===== src/rtl/gps_ca_pkg.sv =====
// Shared constants for the GPS C/A code generator: code geometry,
// G1/G2 initial fill and the per-PRN G2 phase-selector tap pairs.
package gps_ca_pkg;

    localparam int CHIPS_PER_CODE = 1023;
    localparam int MS_PER_BIT     = 20;
    localparam int MAX_PRN        = 36;

    // Both LFSRs start (and restart at each code epoch) from all ones.
    localparam logic [9:0] G_INIT = 10'h3FF;

    // G2 stage pairs whose XOR sets the code phase of PRN 1..36 (index = PRN-1).
    localparam int G2_TAP_A [0:MAX_PRN-1] = '{
        2, 3, 4, 5, 1, 2, 1, 2, 3, 2, 3, 5, 6, 7, 8, 9, 1, 2,
        3, 4, 5, 6, 1, 4, 5, 6, 7, 8, 1, 2, 3, 4, 5, 4, 1, 2
    };
    localparam int G2_TAP_B [0:MAX_PRN-1] = '{
        6, 7, 8, 9, 9, 10, 8, 9, 10, 3, 4, 6, 7, 8, 9, 10, 4, 5,
        6, 7, 8, 9, 3, 6, 7, 8, 9, 10, 6, 7, 8, 9, 10, 10, 7, 8
    };

endpackage


===== src/rtl/code_nco.sv =====
// Code-rate phase accumulator. carry marks the cycle whose edge starts a
// new chip; it is already qualified by enable so the caller can use it directly.
module code_nco #(
    parameter int PHASE_W = 32
) (
    input  logic               clk,
    input  logic               rst,
    input  logic               enable,
    input  logic               sync,
    input  logic [PHASE_W-1:0] code_freq,
    output logic               carry
);

    logic [PHASE_W-1:0] phase;
    logic [PHASE_W:0]   sum;

    assign sum   = {1'b0, phase} + {1'b0, code_freq};
    assign carry = enable & sum[PHASE_W];

    // Accumulate while enabled; sync restarts the phase from zero.
    always_ff @(posedge clk) begin
        if (rst) begin
            phase <= '0;
        end else if (enable) begin
            if (sync) begin
                phase <= '0;
            end else begin
                phase <= sum[PHASE_W-1:0];
            end
        end
    end

endmodule


===== src/rtl/ca_code_gen.sv =====
// Chip-rate NCO plus parallel GPS C/A Gold-code generator with chip,
// 1 ms epoch and 20 ms nav-bit strobes. ca_seq bit i carries PRN i+1.
module ca_code_gen
    import gps_ca_pkg::*;
#(
    parameter int NUM_PRN = 36,
    parameter int PHASE_W = 32
) (
    input  logic               clk,
    input  logic               rst,
    input  logic               enable,
    input  logic [PHASE_W-1:0] code_freq,
    input  logic               sync,
    output logic [NUM_PRN-1:0] ca_seq,
    output logic               chip_strobe,
    output logic [9:0]         chip_count,
    output logic               epoch,
    output logic [4:0]         ms_count,
    output logic               bit_edge
);

    localparam logic [9:0] LAST_CHIP = 10'(CHIPS_PER_CODE - 1);
    localparam logic [4:0] LAST_MS   = 5'(MS_PER_BIT - 1);

    logic               carry;
    logic               advance;
    logic               restart;
    logic               wrap;
    logic               last_ms;
    logic [10:1]        g1_q;
    logic [10:1]        g2_q;
    logic [10:1]        g1_n;
    logic [10:1]        g2_n;
    logic [NUM_PRN-1:0] ca_seq_n;

    code_nco #(
        .PHASE_W   (PHASE_W)
    ) u_nco (
        .clk       (clk),
        .rst       (rst),
        .enable    (enable),
        .sync      (sync),
        .code_freq (code_freq),
        .carry     (carry)
    );

    // sync takes priority over a chip advance landing on the same edge.
    assign restart = enable & sync;
    assign advance = carry & ~sync;
    assign wrap    = (chip_count == LAST_CHIP);
    assign last_ms = (ms_count == LAST_MS);

    // Next LFSR contents: shift on advance, reload at code wrap or restart.
    always_comb begin
        g1_n = g1_q;
        g2_n = g2_q;
        if (restart) begin
            g1_n = G_INIT;
            g2_n = G_INIT;
        end else if (advance) begin
            if (wrap) begin
                // The LFSRs are back at all ones here anyway; reloading keeps them locked to chip 0.
                g1_n = G_INIT;
                g2_n = G_INIT;
            end else begin
                g1_n = {g1_q[9:1], g1_q[3] ^ g1_q[10]};
                g2_n = {g2_q[9:1], g2_q[2] ^ g2_q[3] ^ g2_q[6] ^ g2_q[8] ^ g2_q[9] ^ g2_q[10]};
            end
        end
    end

    // Chip values come from the next-state LFSRs so ca_seq changes on the advance edge.
    for (genvar i = 0; i < NUM_PRN; i++) begin : g_prn
        assign ca_seq_n[i] = g1_n[10] ^ g2_n[G2_TAP_A[i]] ^ g2_n[G2_TAP_B[i]];
    end

    // LFSRs and code output register; frozen while enable is low.
    always_ff @(posedge clk) begin
        if (rst) begin
            g1_q   <= G_INIT;
            g2_q   <= G_INIT;
            ca_seq <= '1;
        end else if (enable) begin
            g1_q   <= g1_n;
            g2_q   <= g2_n;
            ca_seq <= ca_seq_n;
        end
    end

    // Chip and millisecond counters step together with the code.
    always_ff @(posedge clk) begin
        if (rst || restart) begin
            chip_count <= '0;
            ms_count   <= '0;
        end else if (advance) begin
            if (wrap) begin
                chip_count <= '0;
                ms_count   <= last_ms ? 5'd0 : ms_count + 5'd1;
            end else begin
                chip_count <= chip_count + 10'd1;
            end
        end
    end

    // Strobes are single-cycle pulses tied to the edge that applied an advance.
    always_ff @(posedge clk) begin
        if (rst) begin
            chip_strobe <= 1'b0;
            epoch       <= 1'b0;
            bit_edge    <= 1'b0;
        end else begin
            chip_strobe <= advance;
            epoch       <= advance & wrap;
            bit_edge    <= advance & wrap & last_ms;
        end
    end

endmodule


===== config.mk =====
export PLATFORM = sky130hd
export DESIGN_NAME = ca_code_gen
export DESIGN_NICKNAME = d
export VERILOG_FILES = /design/src/rtl/gps_ca_pkg.sv /design/src/rtl/code_nco.sv /design/src/rtl/ca_code_gen.sv
export SDC_FILE = /design/constraint.sdc
export NUM_CORES = 1
export LEC_CHECK = 0
export BUFFER_PORTS_ARGS = -buffer_cell sky130_fd_sc_hd__buf_2
export CAP_MARGIN = 25
export CORE_ASPECT_RATIO = 0.75
export CORE_MARGIN = 4
export CORE_UTILIZATION = 45
export CTS_BUF_LIST = sky130_fd_sc_hd__clkbuf_2
export DETAILED_ROUTE_END_ITERATION = 8
export GPL_ROUTABILITY_DRIVEN = 0
export PLACE_DENSITY_LB_ADDON = 0.05
export SETUP_SLACK_MARGIN = 0.4
export SKIP_LAST_GASP = 1
export SLEW_MARGIN = 25
export SYNTH_ARGS = -nofsm -noshare
export SYNTH_HDL_FRONTEND = slang
export SYNTH_SLANG_ARGS = --single-unit

===== constraint.sdc =====
create_clock -name clk -period 4.72 [get_ports clk]
set_input_delay 0.236 -clock clk [delete_from_list [all_inputs] [get_ports clk]]
set_output_delay 0.236 -clock clk [all_outputs]
set_load 0.1 [all_outputs]

======== Word-level counts from Yosys, hierarchy flattened ========
Cells that the tools add are included.
storage, ports and cells
  output and inout bits ................... 54
  input bits .............................. 36
  flip-flop bits (word level) ............. 106
cells by class
  add/sub/neg operators ................... 3
  eq/ne operators ......................... 2
  bitwise logic cells ..................... 57
  reduce and logical (&&, ||, !) cells .... 4
  muxes and demuxes ....................... 9
operators by type and width
  kind                                            count
  two-way mux 10 bit                              7
  XOR 1 bit                                       51
  adder 32 x 32 -> 33 bit                         1
  two-way mux 32 bit                              1
  adder 10 x 1 -> 10 bit (second input constant)  1
  == test 10 bit (second input constant)          1
  adder 5 x 1 -> 5 bit (second input constant)    1
  bitwise AND 1 bit                               5
  == test 5 bit (second input constant)           1
  two-way mux 5 bit                               1
  AND reduction 2 bit                             2
  nonzero test 2 bit                              1
  logical OR 1 bit                                1
  NOT 1 bit                                       1

======== Logic depth before layout (Yosys ltp) ========
Gate-level depths: netlist of run 1.
  depth in word-level cells ............... 10
  mapped depth ............................ 14
  depth with buffers taken out ............ 13

======== Modules after synthesis ========
Synthesis of run 1 repeated with hierarchy kept, for this count alone.
second synthesis, totals
  cell total of the unflattened synthesis .. 814
  area, all modules ....................... 6532.5 µm²
by module, submodules not included
  module       seq. area each (µm²)  cells an instance  instances  area an instance (µm²)
  ca_code_gen  1481.4                431                1          3703.6
  code_nco     640.6                 383                1          2829.0

======== Worst setup path before layout of run 1 ========
OpenSTA, ideal clock, no wires.
  path type ............................... flip-flop to flip-flop
  start ................................... register chip_count[2]
  end ..................................... register ca_seq[20]
  buffers on the path ..................... 1
  data required time ...................... 4.600 ns
  arrival ................................. 3.283 ns
  slack ................................... 1.316 ns
  stages on the path, launching flop included .. 11
  library setup time ...................... 0.120 ns
  clock period less this slack ............ 3.404 ns
  cell sequence ........................... dfxtp_1 > nand3_1 > nor2_1 > and3_1 > nand4_1 > nand2_1 > clkbuf_1 > o32a_2 > xor2_4 > mux2i_1 > a211o_1
between the ends
  word-level cells in the longest chain between the ends .. 6
RTL lines
  element                   RTL line            RTL
  start: declaration        ca_code_gen.sv:16   output logic [9:0] chip_count,
  start signal: assignment  ca_code_gen.sv:100  chip_count <= chip_count + 10'd1;
  == test 10 bit (*)        ca_code_gen.sv:50   assign wrap = (chip_count == LAST_CHIP);
  two-way mux 10 bit        ca_code_gen.sv:61   if (wrap) begin
  two-way mux 10 bit        ca_code_gen.sv:60   end else if (advance) begin
  two-way mux 10 bit        ca_code_gen.sv:57   if (restart) begin
  XOR 1 bit                 ca_code_gen.sv:74   assign ca_seq_n[i] = g1_n[10] ^ g2_n[G2_TAP_A[i]] ^ g2_n[G2_TAP_B[i]];
  XOR 1 bit (*)             ca_code_gen.sv:74
  end signal: assignment    ca_code_gen.sv:86   ca_seq <= ca_seq_n;
  end: declaration          ca_code_gen.sv:14   output logic [NUM_PRN-1:0] ca_seq,
Mark *: on every way between the ends. The rest lies on a longest branch, timed or not. The select of a mux whose other input is x is not followed.
A chain may end at the register's enable or synchronous reset.

======== Worst setup path in the final report of run 1 ========
  start ................................... register u_nco.phase[0]
  end ..................................... register ca_seq[22]
between the ends
  word-level cells in the longest chain between the ends .. 7
RTL lines
  element                      RTL line           RTL
  start: declaration           code_nco.sv:14     logic [PHASE_W-1:0] phase;
  start signal: assignment     code_nco.sv:28     phase <= sum[PHASE_W-1:0];
  adder 32 x 32 -> 33 bit (*)  code_nco.sv:17     assign sum = {1'b0, phase} + {1'b0, code_freq};
  bitwise AND 1 bit (*)        code_nco.sv:18     assign carry = enable & sum[PHASE_W];
  bitwise AND 1 bit (*)        ca_code_gen.sv:49  assign advance = carry & ~sync;
  two-way mux 10 bit           ca_code_gen.sv:60
  two-way mux 10 bit           ca_code_gen.sv:57
  XOR 1 bit                    ca_code_gen.sv:74
  XOR 1 bit (*)                ca_code_gen.sv:74
Marks and branches as above.

==> flow_metrics.py, run 1 <==
metrics = {
    "floorplan": {
        "die_h_um": 109,
        "coreArea_sq_um": 13200,
        "rows": 36,
        "start_util": 0.468,
        "ioPinCount": 90,
        "die_x_um": 143,
        "dieArea_sq_um": 15700,
    },
    "timing": {
        "fin_crit_ns": 3.76,
        "fmax_mhz": 266,
        "rsz0062_at_grt": "false",
        "hold_viol_final": 0,
        "fin_setup_tns_ns": 0,
        "setup_violations": 0,
        "drv_slew": 0,
        "finalCritPeriodShare": 0.798,
        "clock_skew_ns": 0.0539,
        "relSlewSlack": 0.427,
        "worstMarginPinSlew_ns": 0.859,
        "setup_ws_ns": 0.955,
        "hold_ws_ns": 0.0641,
    },
    "final_layout": {
        "fin_nets": 851,
        "design_area_sq_um": 6850,
        "drive_gt1_frac": 0.184,
        "final_cell_count_no_fill": 956,
        "final_util": 0.519,
        "syn_to_final_growth_pct": 10.9,
    },
    "placement": {
        "io_buffers": 89,
        "dp_slack_ns": 0.789,
        "dpl_cell_area_sq_um": 6720,
        "dp_hpwl_um": 11700,
        "dp.cells": 939,
    },
    "setup_path": {
        "cp-start-kind": "flop",
        "crit_slowest_cell": "o32ai_2",
        "reg2reg_from": "u_nco.phase[0]",
        "critical_path_class": "reg -> reg",
        "crit_arrival_ns": 4.28,
        "critPathMaxStageDelay_ns": 0.72,
        "r2r-end": "ca_seq[22]",
        "endpoint_kind": "flop",
        "crit_chain": "ha_1, inv_1, fa_1, and2b_1, o2111ai_2, a211oi_2, a21oi_2, o21ai_1, a21oi_2, o32ai_2, xnor2_1, xnor2_1, o21ai_1",
        "cp_data_required_time_ns": 5.24,
        "critPathMaxFanout": 17,
        "r2r_slack_ns": 0.96,
        "rr_worst_depth": 13,
    },
    "clocking": {
        "cts_tree": "done",
        "cts_max_level": 3,
        "clk_latency_ns": 0.60,
        "cts_hold_buf": 0,
        "cts_root_buffer": "clkbuf_2",
        "clk_path_buf_depth": 2,
        "path_clk_slew_ns": 0.34,
        "cts_buffers": 9,
        "cts.sinks": 106,
    },
    "grt": {
        "grt_use_total": 0.205,
        "grt_start_max_net_pins": 73,
        "antenna_found_initial": 1,
        "grt-ovfl-total": 0,
        "grt_pass1_wl_um": 25900,
        "grt_pass1_vias": 5178,
    },
    "synth": {
        "async_reset_ff_frac": 0,
        "ys_seq_area_frac": 0.344,
        "synth_seq_cells": 106,
        "ys.flop_type": "dfxtp_1",
        "synth_top_cell_area_share": 0.344,
        "synth_edf_count": 0,
        "syn-num-nets": 782,
        "yosysWarningCount": 0,
        "syn_area_per_cell_sq_um": 8.70,
        "ys_types": 68,
        "syn_area_sq_um": 6170,
        "synthCells": 710,
        "yosys.area.top_type": "dfxtp_1",
        "synthTopCellsByArea": "dfxtp_1 34%, ha_1 7.1%, xnor2_1 6.0%, a21oi_1 5.7%, nor2_1 3.8%",
    },
    "pwr": {
        "vdd_ir_drop_max_uv": 182,
        "powerDensity_nw_per_um2": 267,
        "p_total_mw": 1.83,
        "p_leak_nw": 2.86,
    },
    "detailed_routing": {
        "routedWlPerCell_um": 16.6,
        "firstDrtPassIters": 5,
        "routed_wl_um": 15900,
        "drt_iter0_drc": 305,
        "drc": 0,
        "vias_per_cell": 5.65,
        "vias": 5406,
        "detail-route-antenna-nets": 0,
    },
    "outcome": {
        "status": "finished, final reports clean",
    },
    "hold_path": {
        "holdPathEnd": "u_nco.phase[0]",
        "min_path_cells": 4,
        "hp-class": "in -> reg",
        "hold_start": "sync",
    },
    "flow_run": {
        "maxCapViolations": 0,
    },
}
## cell families after synthesis
family          after synthesis  share of synthesized area
compound gates              246                      0.279
mux                          14                     0.0231
buf+inv                      54                     0.0355
xor+xnor                     60                     0.0936
flops                       106                      0.344
simple gates                194                      0.151
fa+ha+maj                    36                     0.0742
## worst max path at each step
stage              startpoint          to  depth (start not counted)
2_1_floorplan   chip_count[2]  ca_seq[20]                         10
3_3_place_gp     code_freq[0]  ca_seq[20]                         14
3_5_place_dp   u_nco.phase[0]  ca_seq[20]                         13
4_1_cts        u_nco.phase[0]  ca_seq[25]                         13
5_1_grt        u_nco.phase[0]  ca_seq[22]                         13
6_report       u_nco.phase[0]  ca_seq[22]                         13
## cells in the mapped netlist (all sizes together), types with 5 or more instances
cell	number
nand2	36
xnor2	44
inv	17
o21bai	12
a211o	12
o21a	5
a21oi	73
or3	5
o32ai	6
a22oi	11
mux2i	12
nand2b	20
nand3	26
dfxtp	106
nor3	16
xor2	16
clkbuf	26
a211oi	7
nor2	63
o21ai	51
o32a	5
buf	11
a22o	15
a21o	19
ha	35
o211ai	12
nand4	5
or2	6
## cells in the final DEF, fill, tap and decap left out, types with 10 or more instances in the layout
cell	count
o211ai_1	12
dfxtp_1	106
mux2i_1	12
a22o_1	15
inv_1	16
nand2_1	36
a22oi_1	11
o21bai_1	11
nor3_1	16
clkbuf_2	10
a211o_1	12
buf_2	89
a21o_1	19
o21ai_0	29
nor2_1	62
xor2_1	14
xnor2_1	42
ha_1	35
a21oi_1	70
nand2b_1	20
nand3_1	26
o21ai_1	21
## final cells by class
| cell class | count | area (sq um) |
|---|---|---|
| Antenna cell | 1 | 2.50 |
| Sequential cell | 106 | 2120 |
| Fill cell | 1302 | 6350 |
| Tap cell | 171 | 214 |
| Clock buffer | 10 | 50.0 |
| Timing Repair Buffer | 95 | 490 |
| Clock inverter | 6 | 60.1 |
| Multi-Input combinational cell | 550 | 3840 |
| Inverter | 17 | 63.8 |
## layer usage
| layer | global-route usage | wire length, um | part of all wire | vias up |
|---|---|---|---|---|
| li1 | - | - | - | 2720 |
| met1 | 0.308 | 8350 | 0.53 | 2540 |
| met2 | 0.297 | 6460 | 0.41 | 130 |
| met3 | 0.0409 | 809 | 0.051 | 16 |
| met4 | 0.0585 | 263 | 0.017 | 0 |
| met5 | 0 | 0 | 0 | - |
## flip-flops by register name, summed over array words and instances (netlist names)
name / cells
epoch: 1
chip_strobe: 1
ca_seq: 36
u_nco.phase: 32
g1_q: 10
ms_count: 5
bit_edge: 1
g2_q: 10
chip_count: 10
## power by group
| group | switching [mW] | internal [mW] |
|---|---|---|
| logic | 0.313 | 0.142 |
| registers | 0.0203 | 0.932 |
| clock network | 0.336 | 0.0841 |
| total | 0.670 | 1.16 |
## critical path: cells and delay by family, from the launching register on
| family | cells | cell delay (ns) |
|---|---|---|
| XOR/XNOR | 2 | 0.56 |
| AO/OA/AOI/OAI | 7 | 1.79 |
| buffers and inverters | 1 | 0.06 |
| AND/OR/NAND/NOR | 1 | 0.26 |
| adder cells (fa/ha/maj) | 2 | 0.56 |
| flip-flops | 1 | 0.42 |
## what timing repair did
action	CTS	global route
resized for setup	0	1
setup endpoints to repair	0	1
setup buffers	0	0
(Power assumes the default switching activity.)
==> run 2: changes to the inputs <==
Clock period 4.72 ns to 3.7 ns, I/O delays scaled along.
==> flow_metrics.py, run 2 (synthesis results as in run 1) <==
metrics = {
    "pwr": {
        "p_leak_nw": 3.35,
        "vdd_ir_drop_max_uv": 212,
        "clock_power_share": 0.238,
        "p_sw_frac": 0.373,
        "pwr-share-comb": 0.263,
        "powerDensity_nw_per_um2": 314,
        "switchingPower_uw": 908,
        "internal-power_mw": 1.53,
        "p_total_mw": 2.43,
        "p_seq_frac": 0.499,
    },
    "clocking": {
        "cts_tree": "done",
        "cts_buffers": 9,
        "cts_max_level": 3,
        "cts_root_buffer": "clkbuf_2",
        "clk_latency_ns": 0.65,
        "clk_path_buf_depth": 2,
        "cts.sinks": 106,
        "path_clk_slew_ns": 0.34,
    },
    "final_layout": {
        "regMostFlops": "ca_seq",
        "diodes": 0,
        "drive_gt1_frac": 0.282,
        "layout_commonest_cell": "dfxtp_1",
        "num-fill-cells": 1212,
        "final_cell_count_no_fill": 1008,
        "top_regs": "ca_seq (36), u_nco.phase (32)",
        "final_util": 0.587,
        "fin_nets": 904,
        "most-common-layout-cells": "102 x dfxtp_1, 89 x buf_2, 68 x a21oi_1",
        "syn_to_final_growth_pct": 25.4,
        "largest_reg_flops": 36,
    },
    "placement": {
        "dp.cells": 954,
        "io_buffers": 89,
        "dp_hpwl_um": 11600,
    },
    "detailed_routing": {
        "routed_wl_um": 17100,
        "routedWlPerCell_um": 16.9,
        "detail-route-antenna-nets": 0,
        "firstDrtPassIters": 5,
        "drt_iter0_drc": 377,
        "vias": 5639,
        "drc": 0,
        "vias_per_cell": 5.59,
    },
    "timing": {
        "drv_slew": 0,
        "fin_crit_ns": 3.33,
        "hold_viol_final": 0,
        "fin_setup_tns_ns": 0,
        "hold_ws_ns": 0.0710,
        "finalCritPeriodShare": 0.901,
        "worstMarginPinSlew_ns": 0.797,
        "setup_violations": 0,
        "rsz0062_at_grt": "true",
        "fmax_mhz": 300,
        "relSlewSlack": 0.469,
        "clock_skew_ns": 0.0417,
    },
    "setup_path": {
        "crit_arrival_ns": 3.93,
        "cp-start-kind": "flop",
        "r2r-end": "ca_seq[31]",
        "endpoint_kind": "flop",
        "critical_path_class": "reg -> reg",
        "cp_data_required_time_ns": 4.29,
        "reg2reg_from": "u_nco.phase[27]",
        "rr_worst_depth": 12,
        "r2r_slack_ns": 0.37,
        "critPathMaxFanout": 7,
    },
    "outcome": {
        "status": "finished, final reports clean",
    },
    "hold_path": {
        "min_path_cells": 4,
        "hp-class": "in -> reg",
        "hold_start": "code_freq[31]",
        "holdPathEnd": "u_nco.phase[31]",
    },
    "grt": {
        "grt-ovfl-total": 0,
        "grt_start_max_net_pins": 52,
        "grt_pass1_vias": 5249,
        "grt_pass1_wl_um": 26800,
        "antenna_found_initial": 0,
        "grt_use_total": 0.211,
    },
    "flow_run": {
        "maxCapViolations": 0,
    },
    "floorplan": {
        "die_x_um": 143,
        "die_h_um": 109,
        "rows": 36,
        "dieArea_sq_um": 15700,
        "coreArea_sq_um": 13200,
        "start_util": 0.468,
        "ioPinCount": 90,
    },
}
-- run 2: metal layers --
| metal | track usage | share of wire | vias to the layer above |
|---|---|---|---|
| met3 | 0.0500 | 0.053 | 8 |
| met2 | 0.310 | 0.43 | 154 |
| met1 | 0.322 | 0.52 | 2652 |
| met5 | 0 | 0 | - |
| li1 | - | - | 2825 |
| met4 | 0.0276 | 0.0060 | 0 |
-- run 2: area by class of cell --
cell class              count  area, sq um  area share
flip-flops and latches    106         2130       0.275
well taps                 171          214      0.0276
multi-input cells         550         4190       0.541
clock buffers               9         45.0     0.00582
repair buffers            148         1020       0.132
clock inverters             7         80.1      0.0103
inverters                  17         63.8     0.00824
-- run 2: power groups by stage --
stage	clock network (mW)	logic, mW	registers [mW]
5_1_grt	0.637	0.694	1.22
2_1_floorplan	0	0.320	1.37
3_5_place_dp	0	0.584	1.23
4_1_cts	0.596	0.600	1.21
6_report	0.579	0.641	1.21
3_3_place_gp	0	0.578	1.23
-- run 2: worst max-delay path by stage --
| stage | startpoint | endpoint | slack [ns] |
|---|---|---|---|
| CTS | u_nco.phase[0] | ca_seq[20] | 0.39 |
| detailed placement | u_nco.phase[0] | ca_seq[16] | 0.08 |
| floorplan | u_nco.phase[0] | ca_seq[20] | 0.40 |
| finish | u_nco.phase[27] | ca_seq[31] | 0.37 |
| global placement | u_nco.phase[0] | ca_seq[16] | 0.17 |
| global route | u_nco.phase[0] | ca_seq[20] | 0.21 |
-- run 2: stage by stage --
| step | instance area (sq um) | setup slack [ns] |
|---|---|---|
| 6_report | 7740 | 0.368 |
| 5_1_grt | 7740 | 0.209 |
| 4_1_cts | 7250 | 0.390 |
| 3_5_place_dp | 6850 | 0.0830 |
| 3_3_place_gp | 6850 | 0.174 |
| 2_1_floorplan | 6180 | 0.400 |
-- run 2: what timing repair did --
| action | CTS | global route |
|---|---|---|
| setup buffers | 15 | 19 |
| setup endpoints to repair | 49 | 61 |
| hold buffers | 3 | 1 |
| hold endpoints to repair | 2 | 2 |
| gates resized for setup | 14 | 61 |
| pin swaps | 12 | 24 |
-- run 2: worst max-delay path, stage by stage (launching register included) --
cell and delay [ns]:
dfxtp_1 0.39, ha_1 0.37, a21oi_1 0.24, o21ai_2 0.12, o21ai_0 0.35, or2_2 0.25
a21o_1 0.20, a31oi_4 0.06, buf_12 0.16, o21bai_4 0.48, xor2_4 0.33, mux2i_1 0.12
a211o_1 0.24
==> run 3: changes to the inputs <==
Settings changed: CORE_UTILIZATION 45 to 40, SLEW_MARGIN 25 to 20.
==> flow_metrics.py, run 3 (synthesis results as in run 1) <==
metrics = {
    "grt": {
        "grt_use_met3": 0.0504,
        "antenna_found_initial": 0,
        "grt_pass1_wl_um": 26300,
        "grt_use_total": 0.186,
        "grt-ovfl-total": 0,
        "grt_pass1_vias": 5265,
        "grt.busiest_layer": "met2",
        "globalRouteMet1Util": 0.265,
        "grt_use_met2": 0.283,
        "grt_start_max_net_pins": 64,
    },
    "pwr": {
        "p_total_mw": 2.32,
        "pwr-share-comb": 0.266,
        "p_sw_frac": 0.361,
        "vdd_ir_drop_max_uv": 158,
        "switchingPower_uw": 837,
        "internal-power_mw": 1.48,
        "p_seq_frac": 0.524,
        "clock_power_share": 0.210,
        "p_leak_nw": 3.16,
        "powerDensity_nw_per_um2": 310,
    },
    "final_layout": {
        "syn_to_final_growth_pct": 21.1,
        "drive_gt1_frac": 0.247,
        "most-common-layout-cells": "102 x dfxtp_1, 90 x buf_2, 69 x a21oi_1",
        "layout_commonest_cell": "dfxtp_1",
        "top_regs": "ca_seq (36), u_nco.phase (32)",
        "largest_reg_flops": 36,
        "regMostFlops": "ca_seq",
        "diodes": 0,
        "fin_nets": 894,
    },
    "floorplan": {
        "start_util": 0.407,
        "die_x_um": 151,
        "coreArea_sq_um": 15200,
        "die_h_um": 116,
        "dieArea_sq_um": 17500,
        "ioPinCount": 90,
        "rows": 39,
    },
    "timing": {
        "fin_crit_ns": 3.24,
        "finalCritPeriodShare": 0.875,
        "drv_slew": 0,
        "worstMarginPinSlew_ns": 0.764,
        "hold_viol_final": 0,
        "setup_violations": 0,
        "fmax_mhz": 309,
        "rsz0062_at_grt": "true",
        "clock_skew_ns": 0.0287,
        "fin_setup_tns_ns": 0,
        "relSlewSlack": 0.491,
    },
    "clocking": {
        "path_clk_slew_ns": 0.29,
        "cts_max_level": 3,
        "clk_path_buf_depth": 2,
        "cts.sinks": 106,
        "clk_latency_ns": 0.63,
        "cts_root_buffer": "clkbuf_2",
        "cts_buffers": 9,
        "cts_tree": "done",
    },
    "setup_path": {
        "critPathMaxFanout": 6,
        "endpoint_kind": "flop",
        "cp_data_required_time_ns": 4.26,
        "crit_arrival_ns": 3.80,
        "critical_path_class": "reg -> reg",
        "cp-start-kind": "flop",
    },
    "flow_run": {
        "maxCapViolations": 0,
    },
    "detailed_routing": {
        "routedWlPerCell_um": 15.9,
        "firstDrtPassIters": 5,
        "vias": 5567,
        "routed_wl_um": 16400,
        "vias_per_cell": 5.40,
        "detail-route-antenna-nets": 0,
        "drc": 0,
        "drt_iter0_drc": 255,
    },
    "hold_path": {
        "hp-class": "in -> reg",
    },
    "outcome": {
        "status": "finished, final reports clean",
    },
    "placement": {
        "dp_hpwl_um": 11600,
        "io_buffers": 89,
    },
}
==> run 3: cell count changes in the layout (fill, tap and decap cells not counted), sizes merged <==
cell,previous run,this run
clkinvlp,1,0
clkbuf,9,10
a21oi,73,74
inv,21,18
buf,144,130
dlygate4sd3,4,7
clkinv,2,4
==> run 3: worst paths after layout <==
| kind | startpoint | end | slack (ns) | cells after the start |
|---|---|---|---|---|
| max | u_nco.phase[0] | ca_seq[8] | 0.46 | 15 |
| min | code_freq[20] | u_nco.phase[20] | 0.07 | 4 |
| min reg2reg | u_nco.phase[20] | u_nco.phase[20] | 0.50 | 2 |
| max reg2reg | u_nco.phase[0] | ca_seq[8] | 0.46 | 15 |
==> run 3: critical path: stages (launching register included) <==
cell and delay (ns):
dfxtp_2 0.41, ha_4 0.13, inv_2 0.04, fa_2 0.32, and2b_2 0.25, o2111ai_4 0.12, a211oi_2 0.27, a21oi_2 0.14
o21a_4 0.27, a31oi_4 0.17, buf_6 0.17, o21bai_4 0.16, buf_12 0.20, xnor2_4 0.18, mux2i_1 0.12, a211o_1 0.23
==> run 3: what timing repair did <==
action	in CTS	in global routing
buffers inserted	11	9
endpoints found under the hold margin	11	0
cloned	1	1
gates resized for setup	17	27
hold buffers	7	0
endpoints found under the setup margin	46	58
pin swaps	8	23
==> run 3: power by group through the flow <==
stage	registers (mW)	clock network, mW	logic [mW]
6_report	1.21	0.487	0.616
5_1_grt	1.22	0.562	0.670
4_1_cts	1.21	0.519	0.603
3_5_place_dp	1.23	0	0.582
3_3_place_gp	1.23	0	0.579
2_1_floorplan	1.37	0	0.320
==> run 3: routing by layer <==
metal / wire (um) / part of all wire
met4: 136 / 0.0083
met1: 8490 / 0.52
met3: 777 / 0.047
met2: 7030 / 0.43
met5: 0 / 0
==> run 3: area by class of cell <==
type	instances	area [sq um]
clock buffer	10	50.0
sequential	106	2130
multi-input combinational	551	4070
fill	1461	7700
clock inverter	5	31.3
tap	205	256
timing repair buffer	137	881
inverter	17	63.8
==> run 3: through the flow <==
step / cells / instance area (sq um) / util / hold WS, ns / worst slack, ns
floorplan: 710 / 6180 / - / 0.424 / 0.400
global placement: 987 / 6880 / 0.453 / 0.448 / 0.161
detailed placement: 987 / 6880 / 0.453 / 0.451 / 0.0878
CTS: 1021 / 7250 / 0.478 / 0.0135 / 0.394
global route: 1031 / 7480 / 0.493 / 0.0299 / 0.291
finish: 1031 / 7480 / 0.493 / 0.0731 / 0.463
